===== config.mk =====
export PLATFORM = sky130hd
export DESIGN_NAME = memory_access_controller
export DESIGN_NICKNAME = d
export VERILOG_FILES = /design/src/rtl/memory_access_controller.sv
export SDC_FILE = /design/constraint.sdc
export NUM_CORES = 1
export LEC_CHECK = 0
export ABC_AREA = 1
export BUFFER_PORTS_ARGS = -buffer_cell sky130_fd_sc_hd__buf_4
export CAP_MARGIN = 40
export CORE_MARGIN = 2
export CORE_UTILIZATION = 29
export CTS_CLUSTER_DIAMETER = 100
export DETAILED_ROUTE_END_ITERATION = 8
export SYNTH_ARGS = -nofsm -noshare
export SYNTH_HDL_FRONTEND = slang
export SYNTH_SLANG_ARGS = --single-unit

===== constraint.sdc =====
create_clock -name clk -period 5.2 [get_ports clk]
set_input_delay 1.04 -clock clk [delete_from_list [all_inputs] [get_ports clk]]
set_output_delay 1.04 -clock clk [all_outputs]
set_load 0.02 [all_outputs]

===== src/rtl/memory_access_controller.sv =====
// Data-memory access controller: load/store, single-word and double-word stack ops.
// Optional stack bound checking is enabled by defining STACK_BOUNDS_CHECK_EN.
module memory_access_controller #(
    parameter logic [31:0] SP_RESET   = 32'h0000_07FF,
    parameter logic [31:0] STACK_BASE = 32'h0000_0400
) (
    input  logic        clk,
    input  logic        rst_n,
    input  logic        req_valid,
    input  logic [2:0]  req_op,
    input  logic [15:0] req_addr,
    input  logic [31:0] req_wdata,
    input  logic [15:0] mem_rdata,
    output logic [31:0] mem_addr,
    output logic [15:0] mem_wdata,
    output logic        mem_read,
    output logic        mem_write,
    output logic        stall,
    output logic        resp_valid,
    output logic [31:0] resp_rdata,
    output logic [31:0] sp,
    output logic        stack_fault
);

    // Handshake: a request is taken when req_valid=1 and stall=0; while stall=1
    // the requester holds req_*, but WORD2 completes from latched state regardless.
    typedef enum logic {
        S_IDLE  = 1'b0,
        S_WORD2 = 1'b1
    } state_t;

    localparam logic [2:0] OP_LOAD   = 3'b001;
    localparam logic [2:0] OP_STORE  = 3'b010;
    localparam logic [2:0] OP_PUSH   = 3'b011;
    localparam logic [2:0] OP_POP    = 3'b100;
    localparam logic [2:0] OP_PUSH32 = 3'b101;
    localparam logic [2:0] OP_POP32  = 3'b110;

    state_t      state_q;
    logic [31:0] sp_q;
    logic        pop32_q;
    logic [15:0] hold_q;
    logic        resp_valid_q;
    logic [31:0] resp_rdata_q;
    logic        fault_q;

    logic [2:0]  op_d;
    logic [31:0] sp_m1, sp_m2, sp_p1, sp_p2;
    logic        viol_d;

    assign op_d  = req_valid ? req_op : 3'b000;
    assign sp_m1 = sp_q - 32'd1;
    assign sp_m2 = sp_q - 32'd2;
    assign sp_p1 = sp_q + 32'd1;
    assign sp_p2 = sp_q + 32'd2;

`ifdef STACK_BOUNDS_CHECK_EN
    // 33-bit compares so an sp near 0 or 2^32-1 is judged without wrap.
    always_comb begin
        viol_d = 1'b0;
        case (op_d)
            OP_PUSH:   viol_d = {1'b0, sp_q} < ({1'b0, STACK_BASE} + 33'd1);
            OP_PUSH32: viol_d = {1'b0, sp_q} < ({1'b0, STACK_BASE} + 33'd2);
            OP_POP:    viol_d = ({1'b0, sp_q} + 33'd1) > {1'b0, SP_RESET};
            OP_POP32:  viol_d = ({1'b0, sp_q} + 33'd2) > {1'b0, SP_RESET};
            default:   viol_d = 1'b0;
        endcase
    end
`else
    logic unused_stack_base;
    assign unused_stack_base = ^STACK_BASE;
    assign viol_d = 1'b0;
`endif

    always_comb begin
        mem_addr  = 32'h0;
        mem_wdata = 16'h0;
        mem_read  = 1'b0;
        mem_write = 1'b0;
        stall     = 1'b0;
        if (!rst_n) begin
            stall = 1'b0;
        end else if (state_q == S_WORD2) begin
            if (pop32_q) begin
                mem_read = 1'b1;
                mem_addr = sp_p2;
            end else begin
                mem_write = 1'b1;
                mem_addr  = sp_m1;
                mem_wdata = hold_q;
            end
        end else if (!viol_d) begin
            case (op_d)
                OP_LOAD: begin
                    mem_read = 1'b1;
                    mem_addr = {16'h0, req_addr};
                end
                OP_STORE: begin
                    mem_write = 1'b1;
                    mem_addr  = {16'h0, req_addr};
                    mem_wdata = req_wdata[15:0];
                end
                OP_PUSH: begin
                    mem_write = 1'b1;
                    mem_addr  = sp_q;
                    mem_wdata = req_wdata[15:0];
                end
                OP_POP: begin
                    mem_read = 1'b1;
                    mem_addr = sp_p1;
                end
                OP_PUSH32: begin
                    mem_write = 1'b1;
                    mem_addr  = sp_q;
                    mem_wdata = req_wdata[31:16];
                    stall     = 1'b1;
                end
                OP_POP32: begin
                    mem_read = 1'b1;
                    mem_addr = sp_p1;
                    stall    = 1'b1;
                end
                default: stall = 1'b0;
            endcase
        end
    end

    always_ff @(posedge clk or negedge rst_n) begin
        if (!rst_n) begin
            state_q      <= S_IDLE;
            sp_q         <= SP_RESET;
            pop32_q      <= 1'b0;
            hold_q       <= 16'h0;
            resp_valid_q <= 1'b0;
            resp_rdata_q <= 32'h0;
            fault_q      <= 1'b0;
        end else begin
            resp_valid_q <= 1'b0;
            fault_q      <= 1'b0;
            case (state_q)
                S_IDLE: begin
                    if (viol_d) begin
                        fault_q <= 1'b1;
                    end else begin
                        case (op_d)
                            OP_LOAD: begin
                                resp_valid_q <= 1'b1;
                                resp_rdata_q <= {16'h0, mem_rdata};
                            end
                            OP_PUSH: sp_q <= sp_m1;
                            OP_POP: begin
                                resp_valid_q <= 1'b1;
                                resp_rdata_q <= {16'h0, mem_rdata};
                                sp_q         <= sp_p1;
                            end
                            OP_PUSH32: begin
                                hold_q  <= req_wdata[15:0];
                                pop32_q <= 1'b0;
                                state_q <= S_WORD2;
                            end
                            OP_POP32: begin
                                hold_q  <= mem_rdata;
                                pop32_q <= 1'b1;
                                state_q <= S_WORD2;
                            end
                            default: state_q <= S_IDLE;
                        endcase
                    end
                end
                S_WORD2: begin
                    state_q <= S_IDLE;
                    if (pop32_q) begin
                        resp_valid_q <= 1'b1;
                        resp_rdata_q <= {mem_rdata, hold_q};
                        sp_q         <= sp_p2;
                    end else begin
                        sp_q <= sp_m2;
                    end
                end
                default: state_q <= S_IDLE;
            endcase
        end
    end

    assign resp_valid  = resp_valid_q;
    assign resp_rdata  = resp_rdata_q;
    assign sp          = sp_q;
    assign stack_fault = fault_q;

endmodule


==> reports/metrics.yaml, run 1 <==
outcome:
  status: "finished clean"
power:
  power_density_nw_per_um2: 414
  comb_power_share: 0.539
  leakage_nw: 4.92
  peakVddDrop_mv: 0.175
  clkPwrFrac: 0.162
  p_sw_frac: 0.544
  p_int_w: 0.00201
  pwr-share-seq: 0.299
  switching_power_w: 0.00240
placed_design:
  post-dp-hpwl_mm: 28.9
  gp_congestion: 0.965
  place_area_um2: 10400
  portBuffers: 185
clocking:
  cts_max_path_buffers: 2
  clock_latency_ns: 0.37
  cts_resized: 0
  cts_tree: "yes"
  cts.sinks: 83
  postCtsSetupRepairBufs: 0
  cts-buffers-inserted: 9
  cts.htree.levels: 3
  ctsHoldBuffers: 0
  clk_pin_slew_ns: 0.08
  root_buffer: "clkbuf_16"
synth:
  post-synth-top-count-cell: "nand2_1"
  synthMuxAreaShare: 0
  synthSimpleGateAreaFrac: 0.428
  syn_inst: 1513
  synth_top_family_by_area: "simple AND/OR/NAND/NOR gates"
  synth-edff-count: 0
  synthAdderAreaFrac: 0.00575
  ys_dominant_reg_cell: "dfrtp_1"
  syn_area_um2: 8700
  synth-xor-area-share: 0.0242
  async_flop_share: 1.00
  yosys-top-cells-area: "nand2_1 (21%), dfrtp_1 (21%), o21ai_0 (8.6%), nor2_1 (8.0%), nand3_1 (7.0%)"
  synth_top_cell_area_share: 0.212
  synth.yosys.seq_area_share: 0.240
  yosys_warnings: 0
  ys_seq_elements: 83
  synth_top_area_cell: "nand2_1"
  synth.avg_cell_area_um2: 5.75
  ys_top_cells_by_count: "nand2_1 (491), nor2_1 (186), o21ai_0 (149)"
  yosysUniqueCellTypes: 48
  synth_fp_nets: 1587
  synth_compound_area_frac: 0.188
cells_and_area:
  nets: 1720
  stdcell_area_um2: 10700
  antenna_cells: 0
  layout-drive-gt1-share: 0.180
  syn2layout_area_growth_pct: 22.4
setup_path:
  r2r_cells: 8
  worst_setup_path_end_kind: "output pin"
  r2r_slack_ns: 2.21
  start_kind: "register"
  worstPathArrival_ns: 3.07
  critPathKind: "reg2out"
  crit_required_ns: 4.16
  worst-path-max-fanout: 9
detailed_routing:
  vias_per_cell: 5.26
  wl_per_cell_um: 19.2
  vias: 10700
  first_pass_iters: 6
  drt_iter0_markers: 866
  routed_wl_mm: 39.3
  ant_nets: 0
  remaining_drc_errors: 0
job:
  maxCapViolCount: 0
worst_hold_path:
  hp-class: "reg2reg"
  worst_hold_path.num_cells: 2
sta:
  skew_ns: 0.0109
  finalSetupTns_ns: 0
  min_period_ns: 4.11
  slew_headroom: 0.413
  hold_violations: 0
  slew_viol_final: 0
  tightest_slew_ns: 0.880
  max_freq_mhz: 243
  fin_crit_sh: 0.791
  final-setup-viol-count: 0
  rsz0062_at_grt: "no"
grt:
  antenna_found_initial: 0
  grt_max_degree: 60
  grt_pass1_wl_mm: 59.8
  grt_overflow: 0
  gr-usage-all-layers: 0.249
  grt_pass1_vias: 10200
die:
  num_io_pins: 187
  dieWidth_um: 177
  die_h_um: 177
  start_util: 0.294
  core_area_um2: 29600
  rows: 63
  dieArea_um2: 31400
area by class of cell:
cell class | count | area, µm²
tap | 390 | 488
clock inverter | 7 | 73.8
fill | 3311 | 18900
sequential | 83 | 2090
multi-input combinational | 1199 | 5640
timing repair buffer | 209 | 1590
inverter | 144 | 541
clock buffer | 9 | 225
stage by stage:
step | hold WS (ns) | util | total power (W) | std cells | setup WS (ns)
CTS | 0.524 | 0.360 | 0.00439 | 2041 | 1.15
floorplan | 0.475 | - | 0.00283 | 1513 | 1.78
finish | 0.520 | 0.360 | 0.00441 | 2041 | 1.09
global route | 0.554 | 0.360 | 0.00473 | 2041 | 0.931
detailed placement | 0.505 | 0.350 | 0.00367 | 2025 | 1.18
global placement | 0.491 | 0.349 | 0.00364 | 2023 | 1.18
worst max-delay path, stage by stage (launching register included):
cell and delay, ns:
dfstp_2 0.66, ha_1 0.33, nand2_2 0.13, nor2_2 0.38, nand2_2 0.18, nor2_4 0.23
xor2_1 0.24, nand2_1 0.09, nand3_1 0.07, nand2_1 0.05, a21oi_1 0.16, buf_4 0.17
cells in the final DEF (no fill, tap or decap), types with 2 or more instances in the layout:
master,n
nand4_1,21
nor2_4,9
clkbuf_16,9
clkinv_4,2
a32oi_1,2
buf_4,207
nor2_2,25
nand2_2,8
a22oi_1,17
o21ai_0,149
nor3_1,10
a211oi_1,3
inv_8,5
inv_1,134
inv_2,9
nand3_2,2
xor2_1,21
o21bai_1,2
dfstp_2,11
o21a_1,2
dfrtp_1,71
a31oi_1,20
o21ai_1,10
o21ai_2,2
nand2_1,491
nand3_1,122
nand3b_1,3
xnor2_1,3
o2111ai_1,3
nand2_4,3
o211ai_1,12
nor2_1,185
a21oi_1,52
ha_1,4
o22ai_1,8
state kept, by name, summed over array words and instances, names as in the netlist:
name and flops:
pop32_q 1, state_q 1, resp_valid 1, resp_rdata 32
hold_q 16, sp 32
worst paths after layout:
kind	start	to
max	sp[2]$_DFFE_PN1N_	mem_addr[15]
min	hold_q[0]$_DFFE_PN0P_	hold_q[0]$_DFFE_PN0P_
max reg2reg	state_q$_DFF_PN0_	sp[20]$_DFFE_PN0N_
min reg2reg	hold_q[0]$_DFFE_PN0P_	hold_q[0]$_DFFE_PN0P_
max in group asynchronous	rst_n	state_q$_DFF_PN0_
min in group asynchronous	rst_n	sp[14]$_DFFE_PN0N_
cells by family (layout without fill, tap and decap cells):
kind of cell	count (synthesis)	after routing
adders and majority gates	4	4
buffers and inverters	231	369
and+or+nand+nor	880	880
other	1	1
DFF	83	83
AOI/OAI and AO/OA	290	290
xor gates and xnor gates	24	24
power by group through the flow:
stage / registers (W) / clock network [W] / logic (W)
6_report: 0.00132 / 0.000717 / 0.00238
5_1_grt: 0.00135 / 0.000745 / 0.00263
4_1_cts: 0.00131 / 0.000726 / 0.00236
3_5_place_dp: 0.00132 / 0 / 0.00235
3_3_place_gp: 0.00132 / 0 / 0.00232
2_1_floorplan: 0.00118 / 0 / 0.00165
routing by layer:
metal,up-vias,share of wire,global-route usage
li1,5189,-,-
met4,0,0.021,0.0713
met3,66,0.10,0.0578
met1,4975,0.43,0.325
met5,-,0,0
met2,502,0.45,0.408
No activity file was read; power rests on OpenSTA's default activity.
==> run 2, diff against run 1 <==
--- a/config.mk
+++ b/config.mk
@@ -5,7 +5,7 @@
 export SDC_FILE = /design/constraint.sdc
 export NUM_CORES = 1
 export LEC_CHECK = 0
-export ABC_AREA = 1
+export ABC_AREA = 0
 export BUFFER_PORTS_ARGS = -buffer_cell sky130_fd_sc_hd__buf_4
 export CAP_MARGIN = 40
 export CORE_MARGIN = 2
==> constraint.sdc (replaced) <==
create_clock -name clk -period 3.6 [get_ports clk]
set_input_delay 0.72 -clock clk [delete_from_list [all_inputs] [get_ports clk]]
set_output_delay 0.72 -clock clk [all_outputs]
set_load 0.02 [all_outputs]
==> reports/metrics.yaml, run 2 <==
outcome:
  status: "finished clean"
detailed_routing:
  first_pass_iters: 5  # -1
  remaining_drc_errors: 0  # unchanged
  ant_nets: 0  # unchanged
  vias_per_cell: 5.99  # +14%
  vias: 10200  # -4.7%
  drt_iter0_markers: 1029  # +19%
  wl_per_cell_um: 23.0  # +19%
  routed_wl_mm: 39.3  # about the same
clocking:
  cts.htree.levels: 3  # unchanged
  root_buffer: "clkbuf_16"
  cts-buffers-inserted: 9  # unchanged
  ctsHoldBuffers: 0  # unchanged
  cts.sinks: 83  # unchanged
  clock_latency_ns: 0.36  # about the same
  clk_pin_slew_ns: 0.08  # about the same
  cts_max_path_buffers: 2  # unchanged
  cts_tree: "yes"
sta:
  max_freq_mhz: 284
  tightest_slew_ns: 0.780  # -0.0998 ns
  skew_ns: 0.0127  # +0.00178 ns
  slew_headroom: 0.475  # +0.0617
  worst_hold_slack_ns: 0.198  # -0.321 ns
  min_period_ns: 3.52
  final-setup-viol-count: 0  # unchanged
  fin_crit_sh: 0.978
  hold_violations: 0  # unchanged
  fin_ws_ns: 0.0806  # -1.01 ns
  slew_viol_final: 0  # unchanged
cells_and_area:
  fin_util: 0.399  # +0.0388
  nets: 1399  # -19%
  layout_commonest_cell: "buf_4"
  layout-drive-gt1-share: 0.297  # +0.116
  final_cell_mix: "buf_4 (312), nor2_1 (109), a21oi_1 (100)"
  fill_cells: 2954  # -11%
  syn2layout_area_growth_pct: 36.2
  antenna_cells: 0  # unchanged
synth:
  synth.avg_cell_area_um2: 7.27  # +26%
  ys_seq_elements: 83  # unchanged
  synth.yosys.seq_area_share: 0.258  # +0.0180
  synth_fp_nets: 1188  # -25%
  yosys-top-cells-area: "dfrtp_1 (22%), a21oi_1 (6.2%), nor2_1 (5.2%), o21ai_0 (4.8%), mux2i_1 (4.6%)"
  ys_dominant_reg_cell: "dfrtp_1"
  yosys_warnings: 0  # unchanged
  synth_top_cell_area_share: 0.222  # +0.0107
  synth-edff-count: 0  # unchanged
  syn_inst: 1114  # -26%
  yosysUniqueCellTypes: 76  # +58%
  async_flop_share: 1.00  # unchanged
  ys_top_cells_by_count: "nor2_1 (112), a21oi_1 (101), clkbuf_1 (95)"
  synth_top_area_cell: "dfrtp_1"
  syn_area_um2: 8100  # -7.0%
  post-synth-top-count-cell: "nor2_1"
grt:
  grt_pass1_vias: 9601  # -6.2%
  grt_overflow: 0  # unchanged
  antenna_found_initial: 0  # unchanged
  gr-usage-all-layers: 0.264  # +0.0149
  grt_pass1_wl_mm: 58.7  # -1.9%
  grt_max_degree: 50  # -17%
placed_design:
  post-dp-hpwl_mm: 28.6  # -1.2%
  portBuffers: 185  # unchanged
  gp_congestion: 0.991  # +2.7%
  preCtsSetupSlack_ns: 0.254  # -0.929 ns
die:
  num_io_pins: 187  # unchanged
  dieArea_um2: 29300  # -6.8%
  dieWidth_um: 171  # -3.5%
  core_area_um2: 27600  # -6.5%
  rows: 61  # -3.2%
  start_util: 0.293  # -0.00134
  die_h_um: 171  # -3.5%
worst_hold_path:
  hp-class: "in2async"
power:
  leakage_nw: 4.51  # -8.4%
  power_density_nw_per_um2: 483  # +17%
  peakVddDrop_mv: 0.245  # +40%
setup_path:
  crit_required_ns: 2.88  # -1.28 ns
  worstPathArrival_ns: 2.80  # -0.27 ns
  critPathKind: "reg2out"
  worst-path-max-fanout: 8  # -1
  start_kind: "register"
  worst_setup_path_end_kind: "output pin"
job:
  maxCapViolCount: 0  # unchanged
-- run 2: worst max-delay path, cell delays in order, from the launching register on --
cell	delay (ns)
dfstp_2	0.41
or3_1	0.40
or4_4	0.56
or3_1	0.39
o31ai_2	0.24
xnor2_1	0.10
o22ai_1	0.17
buf_4	0.17
-- run 2: kinds of logic (layout without fill, tap and decap cells) --
group | Yosys count | after routing | synth area share
and+or+nand+nor | 426 | 426 | 0.263
AOI/OAI and AO/OA | 375 | 375 | 0.300
buffers and inverters | 131 | 347 | 0.0643
DFF | 83 | 83 | 0.258
xor gates and xnor gates | 56 | 56 | 0.0606
muxes | 38 | 38 | 0.0471
adders and majority gates | 4 | 4 | 0.00618
other | 1 | 1 | 0.000463
-- run 2: metal layers --
layer  share of wire  up-vias  track usage  wire, µm
li1                -     4609            -         -
met1            0.40     4837        0.348     15800
met2            0.45      688        0.412     17500
met3            0.11       95       0.0594      4330
met4           0.040        0        0.115      1570
met5               0        -            0         0
-- run 2: area by class of cell --
type,count,area [µm²],area share
Multi-Input combinational cell,900,5670,0.514
Timing Repair Buffer,319,2440,0.221
Sequential cell,83,2100,0.190
Tap cell,378,473,0.0429
Clock buffer,9,225,0.0204
Clock inverter,7,81.3,0.00738
Inverter,12,47.5,0.00431
-- run 2: report_power, final --
group	total [W]	switching [W]	internal, W
combinational	0.00283	0.00171	0.00112
clock	0.00103	0.000478	0.000550
sequential	0.00147	0.000270	0.00120
-- run 2: per-stage QoR --
| stage | setup TNS (ns) | total power (W) | instances | instance area (µm²) |
|---|---|---|---|---|
| floorplan | 0 | 0.00299 | 1114 | 8110 |
| global placement | 0 | 0.00410 | 1677 | 10400 |
| detailed placement | 0 | 0.00412 | 1679 | 10500 |
| CTS | 0 | 0.00517 | 1696 | 10800 |
| global route | -0.0614 | 0.00560 | 1708 | 11000 |
| finish | 0 | 0.00533 | 1708 | 11000 |
-- run 2: final timing paths --
check                                           start                          to  slack, ns  depth (start not counted)
max                                 sp[5]$_DFFE_PN1N_                mem_addr[30]       0.08                          7
min                                             rst_n          sp[15]$_DFFE_PN0N_       0.20                          1
max reg2reg                         sp[8]$_DFFE_PN1N_          sp[30]$_DFFE_PN0N_       0.56                          7
min reg2reg                resp_rdata[10]$_DFFE_PN0P_  resp_rdata[10]$_DFFE_PN0P_       0.48                          2
max in group asynchronous                       rst_n           sp[1]$_DFFE_PN1N_       2.41                          3
min in group clk           resp_rdata[10]$_DFFE_PN0P_  resp_rdata[10]$_DFFE_PN0P_       0.48                          2
-- run 2: what timing repair did --
item                                    in CTS  in global routing
pin swaps                                    2                  6
buffers inserted                             1                 12
hold endpoints to repair                     0                  0
resized for setup                            7                 25
endpoints found under the setup margin      14                 18
